==> src/rtl/ysyx_exu_csr_seq_pkg.sv <==
// rtl/ysyx_exu_csr_seq_pkg.sv - shared constants for the execute-stage CSR sequencer
package ysyx_exu_csr_seq_pkg;

    localparam int YSYX_XLEN = 32;
    localparam int YSYX_CSR_AW = 12;

    // CSR funct3 encodings; bit 2 selects the immediate form, bits 1:0 the operation
    localparam logic [2:0] YSYX_CSR_F3_RW  = 3'b001;
    localparam logic [2:0] YSYX_CSR_F3_RS  = 3'b010;
    localparam logic [2:0] YSYX_CSR_F3_RC  = 3'b011;
    localparam logic [2:0] YSYX_CSR_F3_RWI = 3'b101;
    localparam logic [2:0] YSYX_CSR_F3_RSI = 3'b110;
    localparam logic [2:0] YSYX_CSR_F3_RCI = 3'b111;

    // System micro-op kinds; code 3 is reserved and handled as an illegal op
    localparam logic [1:0] YSYX_SYS_CSR   = 2'd0;
    localparam logic [1:0] YSYX_SYS_ECALL = 2'd1;
    localparam logic [1:0] YSYX_SYS_MRET  = 2'd2;

    // Sequencer states
    localparam logic [1:0] YSYX_CSR_ST_IDLE = 2'd0;
    localparam logic [1:0] YSYX_CSR_ST_READ = 2'd1;
    localparam logic [1:0] YSYX_CSR_ST_EXEC = 2'd2;
    localparam logic [1:0] YSYX_CSR_ST_RESP = 2'd3;

endpackage

==> src/rtl/ysyx_exu_csr_alu.sv <==
// rtl/ysyx_exu_csr_alu.sv - combinational CSR new-value, write-enable and legality decode
module ysyx_exu_csr_alu
    import ysyx_exu_csr_seq_pkg::*;
#(
    parameter int XLEN = YSYX_XLEN
) (
    input  logic [2:0]      funct3,
    input  logic [XLEN-1:0] old_val,
    input  logic [XLEN-1:0] src,
    input  logic            src_zero,
    output logic [XLEN-1:0] new_val,
    output logic            wen,
    output logic            legal
);

    // Set/clear forms with a zero source are pure reads and must not write
    always_comb begin
        new_val = old_val;
        legal   = 1'b0;
        wen     = 1'b0;
        case (funct3)
            YSYX_CSR_F3_RW, YSYX_CSR_F3_RWI: begin
                legal   = 1'b1;
                new_val = src;
                wen     = 1'b1;
            end
            YSYX_CSR_F3_RS, YSYX_CSR_F3_RSI: begin
                legal   = 1'b1;
                new_val = old_val | src;
                wen     = !src_zero;
            end
            YSYX_CSR_F3_RC, YSYX_CSR_F3_RCI: begin
                legal   = 1'b1;
                new_val = old_val & ~src;
                wen     = !src_zero;
            end
            default: begin
                legal = 1'b0;
            end
        endcase
    end

endmodule

==> src/rtl/ysyx_exu_csr_seq.sv <==
// rtl/ysyx_exu_csr_seq.sv - IDLE/READ/EXEC/RESP sequencer in front of the CSR file
module ysyx_exu_csr_seq
    import ysyx_exu_csr_seq_pkg::*;
#(
    parameter int XLEN = YSYX_XLEN,
    parameter int R_W  = YSYX_CSR_AW
) (
    input  logic            clock,
    input  logic            reset,
    input  logic            in_valid,
    output logic            in_ready,
    input  logic [1:0]      in_sys,
    input  logic [2:0]      in_funct3,
    input  logic [R_W-1:0]  in_csr_addr,
    input  logic [XLEN-1:0] in_src,
    input  logic            in_src_zero,
    input  logic [4:0]      in_rd,
    input  logic [XLEN-1:0] in_pc,
    output logic [R_W-1:0]  csr_rwaddr,
    input  logic [XLEN-1:0] csr_rdata,
    input  logic [XLEN-1:0] csr_mtvec,
    input  logic [XLEN-1:0] csr_mepc,
    output logic            csr_valid,
    output logic            csr_wen,
    output logic            csr_ecall,
    output logic            csr_mret,
    output logic [XLEN-1:0] csr_wdata,
    output logic [XLEN-1:0] csr_pc,
    output logic            out_valid,
    input  logic            out_ready,
    output logic [4:0]      out_rd,
    output logic            out_rd_wen,
    output logic [XLEN-1:0] out_rdata,
    output logic [XLEN-1:0] out_npc
);

    localparam logic [XLEN-1:0] INSN_BYTES = XLEN'(4);

    logic [1:0]      state_q, state_d;
    logic [1:0]      sys_q, sys_d;
    logic [2:0]      f3_q, f3_d;
    logic [R_W-1:0]  addr_q, addr_d;
    logic [XLEN-1:0] src_q, src_d;
    logic            src_zero_q, src_zero_d;
    logic [4:0]      rd_q, rd_d;
    logic [XLEN-1:0] pc_q, pc_d;
    logic [XLEN-1:0] old_q, old_d;
    logic [XLEN-1:0] tgt_q, tgt_d;
    logic [XLEN-1:0] npc_q, npc_d;

    logic [XLEN-1:0] alu_new;
    logic            alu_wen;
    logic            alu_legal;
    logic            is_csr;
    logic            is_exec;
    logic            is_resp;

    ysyx_exu_csr_alu #(.XLEN(XLEN)) u_alu (
        .funct3   (f3_q),
        .old_val  (old_q),
        .src      (src_q),
        .src_zero (src_zero_q),
        .new_val  (alu_new),
        .wen      (alu_wen),
        .legal    (alu_legal)
    );

    // Next-state and datapath capture: latch op in IDLE, sample CSR file in READ, resolve npc in EXEC
    always_comb begin
        state_d    = state_q;
        sys_d      = sys_q;
        f3_d       = f3_q;
        addr_d     = addr_q;
        src_d      = src_q;
        src_zero_d = src_zero_q;
        rd_d       = rd_q;
        pc_d       = pc_q;
        old_d      = old_q;
        tgt_d      = tgt_q;
        npc_d      = npc_q;
        case (state_q)
            YSYX_CSR_ST_IDLE: begin
                if (in_valid) begin
                    sys_d      = in_sys;
                    f3_d       = in_funct3;
                    addr_d     = in_csr_addr;
                    src_d      = in_src;
                    src_zero_d = in_src_zero;
                    rd_d       = in_rd;
                    pc_d       = in_pc;
                    state_d    = YSYX_CSR_ST_READ;
                end
            end
            YSYX_CSR_ST_READ: begin
                old_d   = csr_rdata;
                tgt_d   = (sys_q == YSYX_SYS_ECALL) ? csr_mtvec : csr_mepc;
                state_d = YSYX_CSR_ST_EXEC;
            end
            YSYX_CSR_ST_EXEC: begin
                if (sys_q == YSYX_SYS_ECALL || sys_q == YSYX_SYS_MRET) begin
                    npc_d = tgt_q;
                end else begin
                    npc_d = pc_q + INSN_BYTES;
                end
                state_d = YSYX_CSR_ST_RESP;
            end
            default: begin
                if (out_ready) begin
                    state_d = YSYX_CSR_ST_IDLE;
                end
            end
        endcase
    end

    // State and datapath registers; async reset clears everything so no stale op survives
    always_ff @(posedge clock or posedge reset) begin
        if (reset) begin
            state_q    <= YSYX_CSR_ST_IDLE;
            sys_q      <= '0;
            f3_q       <= '0;
            addr_q     <= '0;
            src_q      <= '0;
            src_zero_q <= 1'b0;
            rd_q       <= '0;
            pc_q       <= '0;
            old_q      <= '0;
            tgt_q      <= '0;
            npc_q      <= '0;
        end else begin
            state_q    <= state_d;
            sys_q      <= sys_d;
            f3_q       <= f3_d;
            addr_q     <= addr_d;
            src_q      <= src_d;
            src_zero_q <= src_zero_d;
            rd_q       <= rd_d;
            pc_q       <= pc_d;
            old_q      <= old_d;
            tgt_q      <= tgt_d;
            npc_q      <= npc_d;
        end
    end

    // Output decode; the write address stays on the latched address from READ through RESP
    always_comb begin
        is_csr     = (sys_q == YSYX_SYS_CSR);
        is_exec    = (state_q == YSYX_CSR_ST_EXEC);
        is_resp    = (state_q == YSYX_CSR_ST_RESP);
        in_ready   = (state_q == YSYX_CSR_ST_IDLE);
        csr_rwaddr = (state_q == YSYX_CSR_ST_IDLE) ? '0 : addr_q;
        csr_valid  = is_exec;
        csr_wen    = is_exec && is_csr && alu_wen;
        csr_ecall  = is_exec && (sys_q == YSYX_SYS_ECALL);
        csr_mret   = is_exec && (sys_q == YSYX_SYS_MRET);
        csr_wdata  = is_exec ? alu_new : '0;
        csr_pc     = is_exec ? pc_q : '0;
        out_valid  = is_resp;
        out_rd     = rd_q;
        out_rd_wen = is_resp && is_csr && alu_legal && (rd_q != 5'd0);
        out_rdata  = old_q;
        out_npc    = npc_q;
    end

endmodule
==> config.mk <==
export PLATFORM = sky130hd
export DESIGN_NAME = ysyx_exu_csr_seq
export DESIGN_NICKNAME = d
export VERILOG_FILES = /design/src/rtl/ysyx_exu_csr_seq_pkg.sv /design/src/rtl/ysyx_exu_csr_alu.sv /design/src/rtl/ysyx_exu_csr_seq.sv
export SDC_FILE = /design/constraint.sdc
export NUM_CORES = 1
export LEC_CHECK = 0
export ABC_AREA = 1
export CAP_MARGIN = 15
export CORE_MARGIN = 2
export CORE_UTILIZATION = 40
export CTS_BUF_LIST = sky130_fd_sc_hd__clkbuf_8 sky130_fd_sc_hd__clkbuf_16
export CTS_CLUSTER_DIAMETER = 50
export CTS_CLUSTER_SIZE = 40
export DETAILED_ROUTE_END_ITERATION = 8
export DONT_BUFFER_PORTS = 1
export PLACE_DENSITY_LB_ADDON = 0.25
export SLEW_MARGIN = 20
export SYNTH_ARGS = -nofsm -noshare
export SYNTH_HDL_FRONTEND = slang
export SYNTH_SLANG_ARGS = --single-unit
==> constraint.sdc <==
create_clock -name clock -period 6.74 [get_ports clock]
set_clock_uncertainty 0.1 [all_clocks]
set_input_delay 1.348 -clock clock [delete_from_list [all_inputs] [get_ports clock]]
set_output_delay 1.348 -clock clock [all_outputs]
set_load 0.05 [all_outputs]
==> results of run 1 <==
==> synth_stat cells, types with 4 or more instances <==
library cell and count:
nand2_1 348, nor2_1 143, a21oi_1 119, nor2_4 6
nor2_2 4, o21ai_0 65, dfrtp_1 184, mux2_2 44
ha_1 8, nand3_1 73, o22ai_1 13, inv_1 105
buf_2 21, nand4_1 4, clkbuf_1 37
==> registers in the layout, summed over array words and instances, names as in the netlist <==
name / cells
addr_q: 12
f3_q: 2
out_npc: 32
out_rd: 5
out_rdata: 32
pc_q: 32
src_q: 32
src_zero_q: 1
state_q: 2
sys_q: 2
tgt_q: 32
==> path summary, 6_finish.rpt <==
path                       startpoint      endpoint  slack, ns  cells past startpoint
max reg2reg                state_q[0]       pc_q[2]       3.34                      6
min reg2reg                  tgt_q[6]      tgt_q[6]       0.39                      2
max                        state_q[0]  csr_wdata[3]       2.03                      5
max in group asynchronous       reset     src_q[27]       4.24                      2
min                          tgt_q[6]      tgt_q[6]       0.39                      2
min in group asynchronous       reset     addr_q[7]       0.79                      1
==> per-layer routing <==
| metal | vias up | track usage [%] | share of wire [%] |
|---|---|---|---|
| met5 | - | 0 | 0 |
| met4 | 0 | 7.316 | 2.2 |
| met3 | 37 | 6.635 | 7.9 |
| met2 | 301 | 36.99 | 49 |
| met1 | 3787 | 27.81 | 41 |
| li1 | 3747 | - | - |
==> kinds of logic (layout without fill, tap and decap cells) <==
logic type | Yosys count | count (layout)
AND/OR/NAND/NOR | 589 | 589
other | 0 | 2
adder cells (fa/ha/maj) | 8 | 8
XOR/XNOR | 3 | 3
AO/OA/AOI/OAI | 200 | 200
buffers and inverters | 172 | 150
multiplexers | 44 | 44
flip-flops | 184 | 184
==> cell type report <==
cell class / count / area (sq um)
clock inverter: 15 / 170.2
clock buffer: 17 / 425.4
sequential: 184 / 4606
tap: 319 / 399.1
multi-input combinational: 844 / 4078
fill: 2432 / 13090
inverter: 107 / 409.1
timing repair buffer: 11 / 82.58
antenna: 2 / 5.005
==> tightest hold or removal path, cell delays in order (launching register included) <==
cell	delay, ns
dfrtp_1	0.35
nand2_1	0.05
o21ai_0	0.06
==> metrics by stage <==
stage	setup slack [ns]	cells	utilization, %
2_1_floorplan	0.2916	1200	-
3_3_place_gp	2.087	1465	41.14
3_5_place_dp	2.076	1465	41.14
4_1_cts	1.598	1497	43.70
5_1_grt	1.852	1498	43.73
6_report	2.026	1499	43.74
==> impl_metrics.csv, run 1 <==
group,metric,value,unit
synth,synth_cells,1200,
route,avgViaCountPerCell,5.252,
timing,finalCriticalPeriod,4.714,ns
timing,finalSetupViolations,0,
setup_path,critPathLaunchType,"flip-flop",
synth,synth_edf_count,0,
status,status,"finished, final reports clean",
route,drt-total-wl,28290,um
synth,avgSynthCellArea,7.812,sq um
timing,rsz0062_at_grt,"false",
synth,synth_simple_gate_area_share,25.85,%
synth,synth_compound_area_share,10.85,%
floorplanning,start_util,40.30,%
floorplanning,coreArea,23260,sq um
placement,hpwl,20330,um
setup_path,worstPathRequired,5.29,ns
timing,fmax,212.1,MHz
cts,h-tree-depth,4,
floorplanning,ios,339,
global_routing,grt_overflow_total,0,
synth,synth_xor_xnor_area_share,0.2803,%
synth,synthMuxAreaShare,5.286,%
timing,fin_setup_tns,0,ns
global_routing,antenna_found_initial,2,
cts,cts-root-buf,"clkbuf_16",
cells_and_area,final_nets,1360,
cts,clk_path_buf_depth,2,
timing,finalHoldViolCount,0,
synth,ys.flop_type,"dfrtp_1",
setup_path,crit_type,"reg -> out",
floorplanning,chipHeight,157.1,um
floorplanning,die_x,157.1,um
route,drc,0,
job,drv_cap,0,
setup_path,cp_top_family,"buffers and inverters",
cts,cts_hold_buffers,0,
cts,post-cts-setup-buffers,0,
cts,ctsResizeCount,0,
timing,drv_slew,0,
synth,yosys_warnings,0,
placement,place_area,9570,sq um
cells_and_area,area.growth.synth_to_final,8.543,%
synth,yosysTopAreaCell,"dfrtp_1",
cells_and_area,final_layout_size_suffix_gt1_share,9.508,%
cts,clk_pin_slew,0.08,ns
synth,synthDistinctLibCells,30,
timing,worstMarginPinSlew,1.111,ns
floorplanning,core.rowCount,56,
setup_path,critPathMaxStageDelay,0.98,ns
setup_path,crit_buf_inv,3,
global_routing,grt_max_degree,109,
placement,portBuffers,0,
cells_and_area,final_common_cell,"nand2_1",
timing,fin_crit_sh,69.94,%
route,drt_pass1_iterations,4,
hold_path,hp-class,"reg -> reg",
cts,clock-sinks,184,
global_routing,grt_pass1_wl,41820,um
cells_and_area,stdcell_area,10170,sq um
synth,synthAdderAreaFrac,1.068,%
route,ant_nets,0,
synth,netlist_area,9374,sq um
setup_path,slowest_stage,"a21oi_1",
route,wire_per_inst,18.87,um
synth,synth_fp_nets,1395,
cts,cts_inserted_buffers,17,
setup_path,crit_fanout,57,
global_routing,grt_pass1_vias,7289,
route,vias,7872,
setup_path,cp-end-kind,"output port",
synth,yosysSeqAreaShare,49.12,%
synth,synthArstFlopShare,100.0,%
synth,ys_ff_latch,184,
cells_and_area,layout_common_cells,"nand2_1 (346), dfrtp_1 (183), nor2_1 (143)",
global_routing,track_usage,22.25,%
floorplanning,die_area,24680,sq um
synth,synth_top_family_by_area,"simple AND/OR/NAND/NOR gates",
timing,hold_slack,0.3928,ns
placement,gp_congestion,0.8789,
route,drt_iter0_drc,607,
timing,slew_headroom,26.19,%
cts,cts_tree,"done",
setup_path,arrival,3.27,ns
synth,yosys-top-cells-area,"dfrtp_1 (49%), nand2_1 (14%), a21oi_1 (6.4%)",
synth,synth_top_area_share,49.12,%
setup_path,crit_chain,"inv_1 > ha_2 > buf_4 > inv_2 > a21oi_1",
cts,clock_latency,0.44,ns
Power of run 1 is not shown: default switching activity piles up to over one toggle a cycle in this logic, so the estimate is an artifact.
==> inputs of run 2 (changes only) <==
clock period = 4.02 ns   (was 6.74 ns; I/O delays follow)
==> impl_metrics.csv, run 2 (synthesis gave the netlist of run 1 again) <==
group,metric,value,unit
status,status,"finished, final reports clean",
cts,ctsResizeCount,0,
cells_and_area,layout_common_cells,"nand2_1 (347), dfrtp_1 (184), nor2_1 (143)",
cts,clock-sinks,184,
global_routing,grt_overflow_total,0,
cts,h-tree-depth,4,
floorplanning,start_util,40.30,%
setup_path,r2r_slack,1.14,ns
placement,place_area,9977,sq um
global_routing,track_usage,22.78,%
cells_and_area,final_layout_size_suffix_gt1_share,12.89,%
cts,cts_tree,"done",
cts,clock_latency,0.43,ns
floorplanning,die_area,24680,sq um
placement,hpwl,20580,um
cells_and_area,final_nets,1408,
timing,fmax,295.3,MHz
cells_and_area,stdcell_area,10580,sq um
route,wire_per_inst,18.54,um
setup_path,regToRegEndpoint,"tgt_q[19]",
floorplanning,coreArea,23260,sq um
setup_path,reg2reg_depth,6,
timing,setup_slack,0.6337,ns
placement,portBuffers,0,
setup_path,worstPathRequired,3.12,ns
cts,cts_inserted_buffers,17,
timing,fin_crit_sh,84.24,%
route,avgViaCountPerCell,5.173,
placement,dp_slack,1.055,ns
global_routing,grt_pass1_vias,7721,
global_routing,grt_pass1_wl,43280,um
floorplanning,core.rowCount,56,
cts,post-cts-setup-buffers,0,
global_routing,antenna_found_initial,2,
floorplanning,chipHeight,157.1,um
floorplanning,ios,339,
route,drt_pass1_iterations,5,
hold_path,hp-class,"in -> async",
cts,clk_pin_slew,0.08,ns
global_routing,grt_max_degree,69,
route,ant_nets,0,
route,drt_iter0_drc,506,
setup_path,crit_type,"reg -> out",
cells_and_area,final_common_cell,"nand2_1",
setup_path,crit_fanout,50,
route,vias,8002,
timing,worstMarginPinSlew,0.9898,ns
job,drv_cap,0,
setup_path,startpoint,"state_q[0]",
timing,finalHoldViolCount,0,
cts,clk_path_buf_depth,2,
setup_path,critPathLaunchType,"flip-flop",
placement,placed_cells,1513,
cells_and_area,nFillCells,2376,
timing,fin_setup_tns,0,ns
setup_path,cp-end-kind,"output port",
timing,rsz0062_at_grt,"false",
setup_path,arrival,2.48,ns
cts,cts_hold_buffers,0,
timing,drv_slew,0,
placement,gp_congestion,0.9122,
setup_path,r2r-start,"sys_q[1]",
cells_and_area,area.growth.synth_to_final,12.85,%
timing,finalSetupViolations,0,
route,drt-total-wl,28690,um
timing,finalCriticalPeriod,3.386,ns
cells_and_area,layoutNonFillerInstCount,1547,
floorplanning,die_x,157.1,um
timing,slew_headroom,33.61,%
cts,cts-root-buf,"clkbuf_16",
route,drc,0,
-- run 2: changes by cell type in the layout (fill, tap and decap cells not counted), moves of 2 or more --
| cell | previous run | this run |
|---|---|---|
| buf_4 | 11 | 55 |
| inv_6 | 4 | 1 |
| inv_1 | 104 | 102 |
| buf_12 | 0 | 4 |
| clkinv_1 | 0 | 2 |
-- run 2: layer usage --
layer | global-route usage (%) | share of wire, % | wire [um]
met5 | 0 | 0 | 0
met4 | 7.056 | 2.6 | 750
met3 | 6.746 | 7.8 | 2241
met2 | 37.64 | 48 | 13780
met1 | 28.86 | 42 | 11910
-- run 2: final cells by class --
type	instances	area, sq um	area share [%]
Clock buffer	17	425.4	4.021
Sequential cell	184	4604	43.52
Antenna cell	2	5.005	0.04731
Multi-Input combinational cell	844	4075	38.52
Inverter	107	405.4	3.832
Tap cell	319	399.1	3.773
Timing Repair Buffer	59	493.0	4.660
Clock inverter	15	171.4	1.620
-- run 2: through the flow --
step                      hold WS, ns  util [%]
after floorplan                0.3533         -
after global placement         0.3686     42.89
after detailed placement       0.3794     42.89
after CTS                      0.1444     45.46
after global routing           0.1586     45.47
final                          0.1516     45.48
-- run 2: worst max-delay path by stage --
| stage | endpoint | slack, ns | cells after the start |
|---|---|---|---|
| global placement | csr_wdata[14] | 1.13 | 5 |
| detailed placement | csr_pc[5] | 1.06 | 5 |
| floorplan | csr_wen | 0.72 | 6 |
| global route | csr_wdata[29] | 0.44 | 5 |
| finish | csr_pc[5] | 0.63 | 5 |
| CTS | csr_pc[5] | 0.57 | 5 |
-- run 2: worst max-delay path: stages, from the launching register on --
cell and delay, ns:
dfrtp_1 0.43, inv_1 0.10, ha_2 0.46, buf_4 0.52
nand2_1 0.14, inv_1 0.35
Power of run 2 is left out for the same reason.
==> inputs of run 3 (changes only) <==
clock period = 3.3 ns   (was 4.02 ns; I/O delays follow)
==> impl_metrics.csv, run 3 (synthesis gave the netlist of run 1 again) <==
group,metric,value,unit
setup_path,crit_fanout,40,
setup_path,crit_buf_inv,3,
cts,clk_pin_slew,0.08,ns
setup_path,crit_chain,"inv_1 > ha_2 > buf_4 > nand3_1 > a21oi_1 > buf_4",
route,avgViaCountPerCell,5.205,
floorplanning,chipHeight,157.1,um
setup_path,arrival,2.22,ns
floorplanning,die_area,24680,sq um
timing,fin_setup_tns,0,ns
job,drv_cap,0,
setup_path,worstPathRequired,2.54,ns
cells_and_area,nFillCells,2378,
placement,dp_slack,0.7369,ns
setup_path,r2r-start,"state_q[1]",
hold_path,hp-class,"in -> reg",
cells_and_area,final_layout_size_suffix_gt1_share,13.59,%
global_routing,track_usage,23.33,%
timing,worstMarginPinSlew,1.034,ns
setup_path,critPathMaxStageDelay,0.48,ns
setup_path,critPathLaunchType,"flip-flop",
global_routing,antenna_found_initial,2,
placement,gp_congestion,0.9095,
floorplanning,ios,339,
cells_and_area,layout_common_cells,"nand2_1 (347), dfrtp_1 (184), nor2_1 (143)",
cells_and_area,final_nets,1418,
global_routing,grt_pass1_vias,7858,
cts,cts-root-buf,"clkbuf_16",
placement,portBuffers,0,
setup_path,startpoint,"state_q[0]",
global_routing,grt_overflow_total,0,
cells_and_area,area.growth.synth_to_final,13.63,%
timing,finalHoldViolCount,0,
cts,h-tree-depth,4,
setup_path,cp-end-kind,"output port",
timing,finalCriticalPeriod,2.981,ns
route,ant_nets,0,
setup_path,cp_common_cell,"buf_4",
cts,cts_tree,"done",
route,wire_per_inst,18.67,um
cells_and_area,finish.utilization,45.79,%
route,vias,8099,
placement,hpwl,21010,um
timing,fmax,335.4,MHz
timing,slew_headroom,31.06,%
hold_path,min-delay-start,"csr_rdata[7]",
status,status,"finished, final reports clean",
route,drc,0,
setup_path,crit_type,"reg -> out",
cts,clk_path_buf_depth,2,
timing,rsz0062_at_grt,"false",
cts,cts_inserted_buffers,17,
cts,clock_latency,0.44,ns
floorplanning,coreArea,23260,sq um
setup_path,cp_top_family,"buffers and inverters",
timing,drv_slew,0,
floorplanning,core.rowCount,56,
floorplanning,start_util,40.30,%
route,drt-total-wl,29050,um
timing,fin_crit_sh,90.34,%
global_routing,grt_pass1_wl,44220,um
timing,setup_slack,0.3188,ns
global_routing,grt_max_degree,65,
setup_path,slowest_stage,"buf_4",
cells_and_area,final_common_cell,"nand2_1",
timing,finalSetupViolations,0,
route,drt_pass1_iterations,5,
floorplanning,die_x,157.1,um
cts,clock-sinks,184,
route,drt_iter0_drc,455,
run 3: area by class of cell:
cell class	instances	area, sq um	area share [%]
clock inverter	15	156.4	1.468
sequential	184	4604	43.23
tap	319	399.1	3.747
inverter	107	405.4	3.806
antenna	1	2.502	0.02349
clock buffer	17	425.4	3.994
multi-input combinational	844	4075	38.26
timing repair buffer	69	583.1	5.474
run 3: worst register-to-register path, cell delays in order, from the launching register on:
cell,delay [ns]
dfrtp_1,0.41
inv_1,0.11
ha_1,0.59
nand2_4,0.28
buf_12,0.29
mux2_2,0.38
run 3: repair_timing:
| item | in CTS | in global routing |
|---|---|---|
| hold endpoints to repair | 0 | 6 |
| buffers inserted | 0 | 0 |
| gates resized for setup | 0 | 0 |
| hold buffers | 0 | 1 |
run 3: final timing paths:
check	endpoint	slack, ns	depth (start not counted)
worst max register to register	src_q[16]	1.04	5
min in group asynchronous	src_q[8]	0.60	2
max in group asynchronous	out_rdata[13]	1.73	4
worst min-delay path	out_rdata[7]	0.23	2
worst min register to register	tgt_q[12]	0.39	2
worst max-delay path	csr_wen	0.32	6
run 3: per-layer routing:
layer / track usage, % / share of wire (%) / vias to the layer above
met5: 0 / 0.038 / -
met4: 9.351 / 3.8 / 2
met3: 7.461 / 8.1 / 65
met2: 37.47 / 47 / 323
met1: 29.24 / 41 / 3838
li1: - / - / 3871
run 3: stage by stage:
step                      cells  hold slack [ns]  cell area (sq um)
final                      1556           0.2279              10650
after global routing       1555           0.2196              10650
after CTS                  1553           0.2091              10620
after detailed placement   1521           0.3742              10040
after global placement     1521           0.3669              10040
after floorplan            1200           0.3533               9378
Power of run 3 is left out for the same reason.
